[config.mk]
export PLATFORM = sky130hd
export DESIGN_NAME = dummy_alg_core
export DESIGN_NICKNAME = d
export VERILOG_FILES = /design/src/rtl/dummy_alg_pkg.sv /design/src/rtl/dummy_alg_core_dot_mac.sv /design/src/rtl/dummy_alg_core.sv
export SDC_FILE = /design/constraint.sdc
export NUM_CORES = 2
export LEC_CHECK = 0
export BUFFER_PORTS_ARGS = -buffer_cell sky130_fd_sc_hd__buf_2
export CAP_MARGIN = 20
export CELL_PAD_IN_SITES_DETAIL_PLACEMENT = 0
export CELL_PAD_IN_SITES_GLOBAL_PLACEMENT = 1
export CORE_MARGIN = 2
export CORE_UTILIZATION = 38
export CTS_CLUSTER_DIAMETER = 80
export DETAILED_ROUTE_END_ITERATION = 7
export GPL_TIMING_DRIVEN = 0
export PLACE_DENSITY = 0.77
export SLEW_MARGIN = 20
export SYNTH_ARGS = -nofsm -noshare
export SYNTH_HDL_FRONTEND = slang
export SYNTH_SLANG_ARGS = --single-unit
[constraint.sdc]
create_clock -name clk_in -period 16.7 [get_ports clk_in]
set_input_delay 0.835 -clock clk_in [delete_from_list [all_inputs] [get_ports clk_in]]
set_output_delay 0.835 -clock clk_in [all_outputs]
set_load 0.02 [all_outputs]
[src/rtl/dummy_alg_pkg.sv]
// Shared types and sizing for the dummy_alg matrix-product core.
// N x N matrices of W-bit unsigned elements; IW-bit row/column indices.
package dummy_alg_pkg;
    localparam int N  = 32;
    localparam int W  = 8;
    localparam int IW = $clog2(N);

    typedef enum logic [2:0] {IDLE, REQ, WAIT, MAC, OUT, FIN} state_t;

    typedef logic [N-1:0][W-1:0] row_t;
endpackage

[src/rtl/dummy_alg_core_dot_mac.sv]
// Dot-product engine: latches one A row and one B column on i_start, then
// accumulates A[k]*B[k] over N cycles. Wraps mod 2^W unless DUMMY_ALG_SATURATE_EN.
module dot_mac
    import dummy_alg_pkg::*;
(
    input  logic         i_clk,
    input  logic         i_rst,
    input  logic         i_start,
    input  row_t         i_a,
    input  row_t         i_b,
    output logic         o_last,
    output logic [W-1:0] o_acc
);
    row_t           r_a;
    row_t           r_b;
    logic [IW-1:0]  r_k;
    logic           r_busy;
    logic [W-1:0]   r_acc;
    logic [2*W-1:0] w_prod;

    function automatic logic [W-1:0] acc_add(input logic [W-1:0]   acc,
                                             input logic [2*W-1:0] prod);
`ifdef DUMMY_ALG_SATURATE_EN
        logic [2*W:0] sum;
        sum = {{(W+1){1'b0}}, acc} + {1'b0, prod};
        // Products are non-negative, so clamping here is sticky once at max.
        return (sum > {{(W+1){1'b0}}, {W{1'b1}}}) ? {W{1'b1}} : sum[W-1:0];
`else
        return acc + prod[W-1:0];
`endif
    endfunction

    assign w_prod = {{W{1'b0}}, r_a[r_k]} * {{W{1'b0}}, r_b[r_k]};
    assign o_last = r_busy && (r_k == IW'(N-1));
    assign o_acc  = r_acc;

    always_ff @(posedge i_clk or posedge i_rst) begin
        if (i_rst) begin
            r_a    <= '0;
            r_b    <= '0;
            r_k    <= '0;
            r_busy <= 1'b0;
            r_acc  <= '0;
        end else if (i_start) begin
            r_a    <= i_a;
            r_b    <= i_b;
            r_k    <= '0;
            r_busy <= 1'b1;
            r_acc  <= '0;
        end else if (r_busy) begin
            r_acc <= acc_add(r_acc, w_prod);
            r_k   <= r_k + IW'(1);
            if (r_k == IW'(N-1))
                r_busy <= 1'b0;
        end
    end
endmodule

[src/rtl/dummy_alg_core.sv]
// Sequencer for C = A*B: requests row/column pairs in row-major order and emits
// one C element per iteration. Optional saturation via DUMMY_ALG_SATURATE_EN.
module dummy_alg_core
    import dummy_alg_pkg::*;
(
    input  logic          clk_in,
    input  logic          rst_in,
    input  logic          complete,
    input  row_t          matA_row,
    input  row_t          matB_col,
    input  logic          val_rows,
    input  logic [IW-1:0] row_in,
    input  logic [IW-1:0] col_in,
    output logic [IW-1:0] row_req,
    output logic [IW-1:0] col_req,
    output logic          new_request,
    output logic [IW-1:0] row_out,
    output logic [IW-1:0] col_out,
    output logic [W-1:0]  matrix_val,
    output logic          valid_out,
    output logic          done
);
    state_t        r_state;
    logic [IW-1:0] r_row;
    logic [IW-1:0] r_col;
    logic [IW-1:0] r_row_lat;
    logic [IW-1:0] r_col_lat;
    logic          w_start;
    logic          w_last;
    logic [W-1:0]  w_acc;

    assign w_start = (r_state == WAIT) && val_rows;

    dot_mac u_mac (
        .i_clk   (clk_in),
        .i_rst   (rst_in),
        .i_start (w_start),
        .i_a     (matA_row),
        .i_b     (matB_col),
        .o_last  (w_last),
        .o_acc   (w_acc)
    );

    always_ff @(posedge clk_in or posedge rst_in) begin
        if (rst_in) begin
            r_state     <= IDLE;
            r_row       <= '0;
            r_col       <= '0;
            r_row_lat   <= '0;
            r_col_lat   <= '0;
            row_req     <= '0;
            col_req     <= '0;
            new_request <= 1'b0;
            row_out     <= '0;
            col_out     <= '0;
            matrix_val  <= '0;
            valid_out   <= 1'b0;
            done        <= 1'b0;
        end else begin
            new_request <= 1'b0;
            valid_out   <= 1'b0;
            case (r_state)
                IDLE, FIN: begin
                    if (complete) begin
                        r_row   <= '0;
                        r_col   <= '0;
                        done    <= 1'b0;
                        r_state <= REQ;
                    end
                end
                REQ: begin
                    new_request <= 1'b1;
                    row_req     <= r_row;
                    col_req     <= r_col;
                    r_state     <= WAIT;
                end
                WAIT: begin
                    if (val_rows) begin
                        r_row_lat <= row_in;
                        r_col_lat <= col_in;
                        r_state   <= MAC;
                    end
                end
                MAC: begin
                    if (w_last)
                        r_state <= OUT;
                end
                OUT: begin
                    valid_out  <= 1'b1;
                    matrix_val <= w_acc;
                    row_out    <= r_row_lat;
                    col_out    <= r_col_lat;
                    if ((r_row == IW'(N-1)) && (r_col == IW'(N-1))) begin
                        done    <= 1'b1;
                        r_state <= FIN;
                    end else begin
                        if (r_col == IW'(N-1)) begin
                            r_col <= '0;
                            r_row <= r_row + IW'(1);
                        end else begin
                            r_col <= r_col + IW'(1);
                        end
                        r_state <= REQ;
                    end
                end
                default: r_state <= IDLE;
            endcase
        end
    end
endmodule

==> run metrics <==
mux cell area share after synthesis 0.119; DRC viols 0; io pins approximately 560; Hold Fails Final Rpt 0; post-DP HPWL 87400 um; adder-cell area share of the yosys netlist 0.0239; worst-path cell chain buf_4, and2_1, clkbuf_1, clkbuf_1, clkbuf_1, a21oi_1, a22oi_1, o21ai_0, fa_1, fa_1, inv_1, fa_1, inv_1, fa_1, inv_1, ha_1, a21oi_1, xnor2_1, xnor2_1, xnor3_1, or4_1, nand3_1; arrival time at the worst endpoint between 8 and 9 ns; synth unique cells 55; pwr dens approximately 240 mW/mm^2; GRT Total Usage 0.306; H-tree depth 3; simple-gate share of the synthesized area 0.246; grt total ovfl 0; number of synthesized flops with an enable pin 0; Synth area leader dfrtp_1; final setup TNS 0 ns; total wire length around 110000 um; WS Path Type reg -> reg; Clk pin slew, worst setup/hold paths 0.06 ns; Root Driver clkbuf_16; drt initial violations 1966; Die Y 271 um; peak supply drop 339 uV; vias in the first global route 23700; Seq/Total Area, Yosys 0.535; synthesized net count 3489; Compound-Gate Fraction of Synth Area 0.0324; Initial Util 0.385; top cells by count, synth 1640 x nand2_1, 580 x dfrtp_1, 136 x clkbuf_1, 86 x mux4_2, 77 x mux2i_1; yosys warns 0; Slowest cell on crit path clkbuf_1; largest net degree at the start of global routing 34; met3 usage 0.0588; # rows 97; M1 GR Usage 0.403; Syn Std Cell Area 0.0271 mm^2; Yosys reg bits 580; Synth top area share 0.535; fmax 0.129 GHz; Synth Instances 2922; Critical Path RT 17.22 ns; most used cell, CP fa_1; Sink Count 580; area added between synthesis and finish 24.7%; RSZ-0062 raised after global routing false; DRT Pass-1 Iters 5; Final nets 4135; R2R depth 22; critical path peak fanout 10; Die Footprint about 0.074 mm^2; first-pass GRT wire length 161000 um; CP endpoint kind flip-flop; top-count cell post-synth nand2_1; Async SR Flop Fraction 1.00; Final Slew Violations 0; Worst Tran Pin Value ~1.1 ns; max cap viols 0; RR Startpoint u_mac.r_k[2]; ranking of synthesized cells by area dfrtp_1 54%, nand2_1 23%, mux4_2 7.1%, mux2i_1 2.8%, clkbuf_1 1.9%; outcome complete, no violations; hold_buf cts 0; met2 Resource Use GR 0.506; antenna viol nets, final 0; Setup-failing EPs final 0; CTS tree done; reg2reg end u_mac.o_acc[7]; largest family of logic cells by synthesized area simple AND/OR/NAND/NOR gates; total CTS buffers between 60 and 70; startpoint types flip-flop; setup bufs post-CTS 0; CTS resizes 0; Die Wd 271 um; number of I/O port buffers 556; Final period util 0.465; gp weighted congestion between 0.8 and 0.9; clk buf depth 3; worst-skew pair later-pin latency 0.61 ns; Largest stage delay, worst path 0.85 ns; flop2flop setup slack 8.93 ns; headroom to the max-slew limit 0.246; fin crit period 7.77 ns; Via density 5.17; Leak 0.0181 uW; global route hottest layer met2; cell family with most CP delay buffers and inverters; Critical Path Stages 22; XOR/XNOR share of the synthesized area 0.00757; Vias ~24000; antenna violations before repair 11; core area 0.0704 mm^2; Mean Syn Cell Area 9.28 um^2; Top FF cell, synth dfrtp_1; worst slack, placed 9.03 ns; hold crit path type in -> async; WP buf/inv 7; final worst setup slack 8.93 ns; Layout Skew 0.0250 ns; WL per Instance 24.8 um; share of cells above drive strength 1 0.228
==> flip-flops by register name (all words and copies together), names as in the netlist <==
signal        cells
u_mac.r_k         5
r_row             5
col_req           5
done              1
col_out           5
matrix_val        8
r_row_lat         5
row_out           5
r_col             5
valid_out         1
u_mac.r_b       256
new_request       1
r_col_lat         5
r_state           3
u_mac.o_acc       8
row_req           5
u_mac.r_busy      1
u_mac.r_a       256
==> layout by cell type, fill, tap and decap left out, drive strengths merged, types with 4 or more instances in the layout <==
cell type     n
xor2          7
buf         616
nor2b        10
nand3        14
nand2      1640
diode        10
a221oi        4
mux2         14
bufinv        5
mux4        100
a21oi        28
clkinv       10
o21ai        24
ha           23
a22oi        31
o221ai       11
o22ai         8
fa           18
mux2i        77
xnor2        13
nor2         54
dfrtp       580
clkbuf      237
and3          5
and2          6
inv          41
==> metal layers <==
layer	vias up	wire length, um
met3	196	8090
met2	923	54800
li1	10700	-
met1	11800	46400
met5	-	26
met4	4	4060
==> cell families after synthesis <==
logic type	after synthesis
simple gates	1744
mux	191
flops	580
buf+inv	217
fa+ha+maj	41
xor+xnor	21
compound gates	128
==> metrics by stage <==
step / power, uW / std cells / util / hold slack, ns / area, um^2
6_report: 8170 / 4567 / 0.480 / 0.260 / 33800
5_1_grt: 8760 / 4563 / 0.480 / 0.271 / 33800
4_1_cts: 8150 / 4557 / 0.480 / 0.245 / 33800
3_5_place_dp: 6590 / 4439 / 0.448 / 0.453 / 31500
3_3_place_gp: 6510 / 4418 / 0.442 / 0.449 / 31100
2_1_floorplan: 5160 / 2922 / - / 0.437 / 27100
==> cell type report <==
cell class	count	area (um^2)
clock inverters	17	226
multi-input cells	2125	11600
inverters	42	161
repair buffers	577	3220
fillers	6966	36600
plain buffers	175	825
clock buffers	101	2040
diodes	10	25.0
well taps	940	1180
flip-flops and latches	580	14500
==> how the worst max path moves through the flow <==
stage | startpoint | to
finish | u_mac.r_k[2] | u_mac.o_acc[7]
global route | u_mac.r_k[2] | u_mac.o_acc[7]
CTS | u_mac.r_k[2] | u_mac.o_acc[7]
detailed placement | u_mac.r_k[2] | u_mac.o_acc[7]
global placement | rst_in | u_mac.r_b[121]
floorplan | rst_in | col_out[0]
==> where the power goes <==
part | total, uW | leakage (uW) | internal (uW) | switching [uW]
Combinational | 4190 | 0.00966 | 1650 | 2540
Clock | 1530 | 0.00111 | 921 | 606
Sequential | 2450 | 0.00729 | 2060 | 389
No activity file was read; power rests on OpenSTA's default activity.
